===== src/rtl/aes_host_if.sv =====
// aes_host_if: APB register bank and block sequencer in front of the AES
// control unit.
//
// Holds the CR/SR, key and IV registers. Four DINR writes are gathered into
// a 128-bit block, and then start is pulsed. The result is captured on
// end_comp and read back as four DOUTR reads.
//
// Ports:
//   clk, rst_n             system clock, async active-low reset
//   psel/penable/pwrite    APB control
//   paddr/pwdata/prdata    APB word address, write data, read data
//   pready/pslverr         tied 1 / 0
//   start                  one-cycle start pulse to the control unit
//   disable_core           ~CR.EN
//   operation_mode/aes_mode CR.MODE / CR.CHMOD
//   data_in/key/iv         assembled block, key and IV (word 0 / reg 3 at MSBs)
//   end_comp               completion strobe, captures data_out
//   key_derivation_en      loads key from key_out
//   irq                    registered interrupt
//
// state  | meaning
// IDLE   | waiting for EN and the first DINR write (or key-derivation start)
// INPUT  | collecting DINR words; start is issued after the fourth
// BUSY   | control unit running, waiting for end_comp
// OUTPUT | serving result words on DOUTR reads
module aes_host_if #(
  parameter int DW = 32,
  parameter int AW = 4
) (
  input  logic          clk,
  input  logic          rst_n,
  input  logic          psel,
  input  logic          penable,
  input  logic          pwrite,
  input  logic [AW-1:0] paddr,
  input  logic [DW-1:0] pwdata,
  output logic [DW-1:0] prdata,
  output logic          pready,
  output logic          pslverr,
  output logic          start,
  output logic          disable_core,
  output logic [1:0]    operation_mode,
  output logic [1:0]    aes_mode,
  output logic [127:0]  data_in,
  output logic [127:0]  key,
  output logic [127:0]  iv,
  input  logic          end_comp,
  input  logic          key_derivation_en,
  input  logic [127:0]  data_out,
  input  logic [127:0]  key_out,
  output logic          irq
);

  typedef enum logic [1:0] {S_IDLE, S_INPUT, S_BUSY, S_OUTPUT} state_t;

  state_t       state_q, state_d;
  logic [1:0]   wcnt_q, wcnt_d;
  logic         start_q, start_d;
  logic         cr_en, cr_ccfie, cr_errie;
  logic [1:0]   cr_mode, cr_chmod;
  logic         ccf, rderr, wrerr, irq_q;
  logic [127:0] din_q, dout_q, key_q, iv_q;
  logic         din_we, cap, wrerr_set, rderr_set;

  logic wr_acc, rd_acc, cr_wr, din_wr, dout_rd, en_off, kd_go;
  logic key_wr, iv_wr;
  logic [6:0] word_lsb, reg_lsb;
  logic unused_bits;

  assign wr_acc  = psel & penable & pwrite;
  assign rd_acc  = psel & penable & ~pwrite;
  assign cr_wr   = wr_acc && (paddr == AW'(0));
  assign din_wr  = wr_acc && (paddr == AW'(2));
  assign dout_rd = rd_acc && (paddr == AW'(3));
  assign key_wr  = wr_acc && !cr_en && (paddr[AW-1:2] == (AW-2)'(1));
  assign iv_wr   = wr_acc && !cr_en && (paddr[AW-1:2] == (AW-2)'(2));
  assign en_off  = cr_wr && !pwdata[0];
  // Key derivation starts on the write that raises EN with MODE=01.
  assign kd_go   = cr_wr && !cr_en && pwdata[0] && (pwdata[2:1] == 2'b01);

  // Block word 0 sits at the MSBs; KEYR/IVR 0 sit at the LSBs.
  assign word_lsb = {~wcnt_q, 5'd0};
  assign reg_lsb  = {paddr[1:0], 5'd0};

  assign unused_bits = ^{pwdata[DW-1:11], pwdata[6:5]};

  always_ff @(posedge clk or negedge rst_n) begin
    if (!rst_n) begin
      state_q <= S_IDLE;
      wcnt_q  <= 2'd0;
      start_q <= 1'b0;
    end else begin
      state_q <= state_d;
      wcnt_q  <= wcnt_d;
      start_q <= start_d;
    end
  end

  // While start_q is high the FSM is still in IDLE/INPUT and moves to BUSY
  // on the next edge, so start never overlaps BUSY. A DINR write in that
  // cycle is treated as a write while busy.
  always_comb begin
    state_d   = state_q;
    wcnt_d    = wcnt_q;
    start_d   = 1'b0;
    din_we    = 1'b0;
    cap       = 1'b0;
    wrerr_set = 1'b0;
    case (state_q)
      S_IDLE: begin
        if (start_q) begin
          state_d   = S_BUSY;
          wrerr_set = din_wr;
        end else if (kd_go) begin
          start_d = 1'b1;
        end else if (din_wr && cr_en) begin
          din_we  = 1'b1;
          wcnt_d  = wcnt_q + 2'd1;
          state_d = S_INPUT;
        end
      end
      S_INPUT: begin
        if (start_q) begin
          state_d   = S_BUSY;
          wrerr_set = din_wr;
        end else if (din_wr) begin
          din_we  = 1'b1;
          wcnt_d  = wcnt_q + 2'd1;
          start_d = (wcnt_q == 2'd3);
        end
      end
      S_BUSY: begin
        wrerr_set = din_wr;
        if (end_comp) begin
          cap     = 1'b1;
          wcnt_d  = 2'd0;
          state_d = (cr_mode == 2'b01) ? S_IDLE : S_OUTPUT;
        end
      end
      S_OUTPUT: begin
        wrerr_set = din_wr;
        if (dout_rd) begin
          wcnt_d = wcnt_q + 2'd1;
          if (wcnt_q == 2'd3) state_d = S_IDLE;
        end
      end
      default: state_d = S_IDLE;
    endcase
    if (en_off) begin
      state_d = S_IDLE;
      wcnt_d  = 2'd0;
      start_d = 1'b0;
      din_we  = 1'b0;
    end
  end

  assign rderr_set = dout_rd && (state_q != S_OUTPUT);

  always_ff @(posedge clk or negedge rst_n) begin
    if (!rst_n) begin
      cr_en    <= 1'b0;
      cr_mode  <= 2'b00;
      cr_chmod <= 2'b00;
      cr_ccfie <= 1'b0;
      cr_errie <= 1'b0;
      ccf      <= 1'b0;
      rderr    <= 1'b0;
      wrerr    <= 1'b0;
      irq_q    <= 1'b0;
      din_q    <= '0;
      dout_q   <= '0;
      key_q    <= '0;
      iv_q     <= '0;
    end else begin
      if (cr_wr) begin
        cr_en    <= pwdata[0];
        cr_ccfie <= pwdata[9];
        cr_errie <= pwdata[10];
        if (!cr_en) begin
          cr_mode  <= pwdata[2:1];
          cr_chmod <= pwdata[4:3];
        end
      end
      // Set events win over a clear in the same cycle.
      if (cap)                        ccf <= 1'b1;
      else if (cr_wr && pwdata[7])    ccf <= 1'b0;
      if (rderr_set)                  rderr <= 1'b1;
      else if (cr_wr && pwdata[8])    rderr <= 1'b0;
      if (wrerr_set)                  wrerr <= 1'b1;
      else if (cr_wr && pwdata[8])    wrerr <= 1'b0;
      irq_q <= (ccf & cr_ccfie) | ((rderr | wrerr) & cr_errie);
      if (din_we) din_q[word_lsb +: 32] <= pwdata;
      if (cap)    dout_q <= data_out;
      if (key_derivation_en) key_q <= key_out;
      else if (key_wr)       key_q[reg_lsb +: 32] <= pwdata;
      if (iv_wr)  iv_q[reg_lsb +: 32] <= pwdata;
    end
  end

  always_comb begin
    prdata = '0;
    case (paddr)
      AW'(0):  prdata = DW'({cr_errie, cr_ccfie, 2'b00, 2'b00, cr_chmod, cr_mode, cr_en});
      AW'(1):  prdata = DW'({state_q == S_BUSY, wrerr, rderr, ccf});
      AW'(3):  prdata = (state_q == S_OUTPUT) ? dout_q[word_lsb +: 32] : '0;
      AW'(4), AW'(5), AW'(6), AW'(7):  prdata = key_q[reg_lsb +: 32];
      AW'(8), AW'(9), AW'(10), AW'(11): prdata = iv_q[reg_lsb +: 32];
      default: prdata = '0;
    endcase
  end

  assign pready         = 1'b1;
  assign pslverr        = 1'b0;
  assign start          = start_q;
  assign disable_core   = ~cr_en;
  assign operation_mode = cr_mode;
  assign aes_mode       = cr_chmod;
  assign data_in        = din_q;
  assign key            = key_q;
  assign iv             = iv_q;
  assign irq            = irq_q;

endmodule

===== config.mk =====
export PLATFORM = sky130hd
export DESIGN_NAME = aes_host_if
export DESIGN_NICKNAME = d
export VERILOG_FILES = /design/src/rtl/aes_host_if.sv
export SDC_FILE = /design/constraint.sdc
export NUM_CORES = 1
export LEC_CHECK = 0
export BUFFER_PORTS_ARGS = -buffer_cell sky130_fd_sc_hd__clkbuf_2
export CORE_AREA = 5 5 275 277
export CTS_BUF_LIST = sky130_fd_sc_hd__clkbuf_4 sky130_fd_sc_hd__clkbuf_8 sky130_fd_sc_hd__clkbuf_16
export DETAILED_ROUTE_END_ITERATION = 10
export DIE_AREA = 0 0 280 282
export SLEW_MARGIN = 25
export SYNTH_ARGS = -nofsm -noshare
export SYNTH_HDL_FRONTEND = slang
export SYNTH_SLANG_ARGS = --single-unit

===== constraint.sdc =====
create_clock -name clk -period 3.8 [get_ports clk]
set_input_delay 0.38 -clock clk [delete_from_list [all_inputs] [get_ports clk]]
set_output_delay 0.38 -clock clk [all_outputs]
set_load 0.01 [all_outputs]

==> summary.md <==
| Metric | Value |
|---|---|
| Largest family of logic cells by synthesized area | simple AND/OR/NAND/NOR gates |
| Max layer used | met5 |
| Synth Warn # | 0 |
| GPL Wtd Cong | about 0.94 |
| Syn Inst Count | approximately 2,500 |
| TritonCTS clock tree | yes |
| Highest-count cells in the layout ignoring fill and taps | nand2_1 (881), clkbuf_2 (719), dfrtp_1 (526) |
| Fin nets | ~3,700 |
| First-pass DRT Iterations | 7 |
| CP Launch Type | input port |
| Fillers | ~6,800 |
| Max frequency | about 280 MHz |
| Mapped Avg Cell Area | between 9 and 10 sq um |
| Post-synthesis async set-or-reset flop share | between 90% and 100% |
| Die area | 78,960 sq um |
| Final period util | a little over nine tenths |
| Share of cells above drive strength 1 | 33.67% |
| RSZ-0062 raised after global routing | false |
| Final setup viols | 0 |
| Adder-cell share of the synthesized area | less than 1% |
| Reg clk slew, reported paths | 0.06 ns |
| Number of port buffers | around 700 |
| GRT Overall Usage | a little over a quarter |
| Post-route ant nets | 0 |
| Max-Cap Viols | 0 |
| Commonest non-fill, non-tap cell in the layout | nand2_1 |
| Min setup slack post-route | between 0.2 and 0.25 ns |
| CTS H-tree lvls | 2 |
| Worst Tran Pin Value | 0.9090 ns |
| Vias in the first global route | 23,240 |
| Largest net degree at the start of global routing | just under 100 |
| Die outline width | between 200 and 300 microns |
| Clk_skew | approximately 0.038 ns |
| 1st-iter DRT viols | roughly 2,000 |
| VDD IR max | between 0.4 and 0.5 mV |
| Drt drc | 0 |
| CP max FO | 26 |
| Setup TNS Final | 0 ns |
| CP arrival | 3.19 ns |
| Mux cell area share after synthesis | roughly 13% |
| CTS sink count | around 530 |
| Layout area overhead | 38.09% |
| CORE AREA | roughly 73,000 sq um |
| Power density cells | between 500 and 600 nW/um^2 |
| Clock Latency Late Sink | roughly 0.64 ns |
| Placement Cell Area | roughly 29,000 sq um |
| Worst min path class | in2reg |
| Ports | between 700 and 800 |
| Met2 routed WL | ~52 mm |
| Design Area, Final | around 34,000 sq um |
| Top FF cell, synth | dfrtp_1 |
| Mapped Area | around 24,000 sq um |
| CP Capture Type | output port |
| Library cells used by synthesis | 50 |
| Rel. slew slack | 39.26% |
| Rows | between 90 and 100 |
| Met1 WL | 46.20 mm |
| Data required time of the worst path | roughly 3.4 ns |
| Syn nets | ~2,800 |
| Met3 WL | around 10 mm |
| Gr ovfl total | 0 |
| Routed WL | 112.1 mm |
| Worst R2R Setup Slack | around 1.0 ns |
| Setup WS pre-CTS | roughly 0.26 ns |
| Final hold violations | 0 |
| Synth Area in Simple Gates | 16.98% |
| Final Util | about 46% |
| Fraction of the mapped netlist area in compound gates | roughly 11% |
| Placed wire-length estimate | between 80 and 90 mm |
| CTS max path bufs | 3 |
| CTS resizes | 0 |
| #FFs+latches synth | about 530 |
| Post-route minimum period | between 3 and 4 ns |
| CP Class | in2out |
| Clock root cell | clkbuf_16 |
| Run status | complete, no violations |
| Static Leakage | ~16 nW |
| XOR/XNOR Fraction of Synth Area | 0% |
| Post-synth EDFFs | 0 |
| Fin. max-slew vios | 0 |
| Vias per inst | 5.278 |
| Antenna violations before repair | 7 |
| Wirelength per Cell | between 20 and 30 microns |
| TritonCTS buffer count | 59 |
| Via count | around 23,000 |
| Initial Util | approximately 34% |
| Die height | 282 microns |
| First-pass GRT wire length | 161.8 mm |
| Sequential area share after synthesis | between 50% and 60% |
[kinds of logic after synthesis]
| kind of cell | count (synthesis) |
|---|---|
| AO/OA/AOI/OAI | 423 |
| adder cells (fa/ha/maj) | 11 |
| buffers and inverters | 220 |
| flip-flops | 528 |
| multiplexers | 234 |
| other | 2 |
| AND/OR/NAND/NOR | 1037 |
[metrics by stage]
| stage | hold slack (ns) | instances | power [mW] |
|---|---|---|---|
| finish | 0.04589 | 4350 | 17.21 |
| global placement | 0.4412 | 3985 | 10.88 |
| global route | 0.01415 | 4350 | 17.92 |
| floorplan | 0.08441 | 2455 | 9.303 |
| CTS | 0.001080 | 4345 | 17.23 |
| detailed placement | 0.4425 | 3986 | 10.98 |
[Yosys cell counts, drive strengths merged (2+ instances only)]
library cell	n	area (sq um)
nand2	886	3326
dfrtp	528	13210
o21ai	202	1011
clkbuf	185	694.4
mux2	156	1757
a22oi	132	991.0
nand3	75	375.4
mux4	59	1329
a31oi	27	168.9
buf	27	181.4
nor2	25	93.84
o221ai	22	192.7
mux2i	19	190.2
ha	11	137.6
a21oi	10	50.05
nor3	10	50.05
a221o	9	90.09
inv	8	30.03
nand2b	7	43.79
nor3b	6	45.04
a221oi	5	43.79
nand4	5	31.28
nor2b	5	31.28
o31ai	4	30.03
a211oi	3	22.52
a32oi	3	26.28
and2	3	21.27
nand4b	3	26.28
or3	3	18.77
conb	2	7.510
nand3b	2	15.01
or3b	2	17.52
or4	2	18.77
[path summary, 6_finish.rpt]
path                                         startpoint                  endpoint  cells after the start
worst max register to register    wcnt_q[0]$_DFFE_PN0P_   data_in[53]$_DFFE_PN0P_                      6
worst max-delay path                           paddr[0]                prdata[27]                     10
max in group asynchronous                         rst_n  data_in[113]$_DFFE_PN0P_                      3
worst min register to register  data_in[27]$_DFFE_PN0P_   data_in[27]$_DFFE_PN0P_                      2
min in group asynchronous                         rst_n   dout_q[104]$_DFFE_PN0P_                      2
worst min-delay path                      data_out[115]   dout_q[115]$_DFFE_PN0P_                      2
[cell type report]
cell class | instances | area, sq um | share of cell area (%)
Sequential cell | 528 | 13220 | 39.29
Multi-Input combinational cell | 1707 | 10400 | 30.91
Timing Repair Buffer | 1037 | 6738 | 20.03
Clock buffer | 87 | 1793 | 5.330
Tap cell | 959 | 1200 | 3.567
Clock inverter | 19 | 250.2 | 0.7439
Inverter | 8 | 30.03 | 0.08927
Antenna cell | 5 | 12.51 | 0.03720
[per-layer routing]
layer | global-route usage, % | up-vias
met5 | 0 | -
li1 | - | 10200
met4 | 9.627 | 4
met1 | 37.23 | 11260
met2 | 43.09 | 1256
met3 | 6.608 | 251
[power breakdown]
| group | internal, mW | total [mW] | switching, mW |
|---|---|---|---|
| Sequential | 6.55 | 7.29 | 0.740 |
| Clock | 3.53 | 6.02 | 2.49 |
| Combinational | 1.88 | 3.90 | 2.02 |
| Total | 12.0 | 17.2 | 5.25 |
[critical path, stage by stage]
cell and delay, ns:
clkbuf_2 0.22, inv_1 0.12, ha_1 0.22, or4_4 0.60, and2_4 0.33, buf_4 0.28
mux4_2 0.42, o221ai_1 0.32, nand2_1 0.10, clkbuf_2 0.14
[timing repair]
item	4_1_cts	5_1_grt
endpoints found under the setup margin	0	0
endpoints found under the hold margin	320	0
buffers inserted	0	0
hold buffers	253	0
[registers in the layout (all words and copies together), names as in the netlist, 2 cells and up]
| name | count |
|---|---|
| aes_mode | 2 |
| iv | 128 |
| wcnt_q | 2 |
| dout_q | 128 |
| state_q | 2 |
| operation_mode | 2 |
| key | 128 |
| data_in | 128 |
Power figures use the tool's default switching activity.
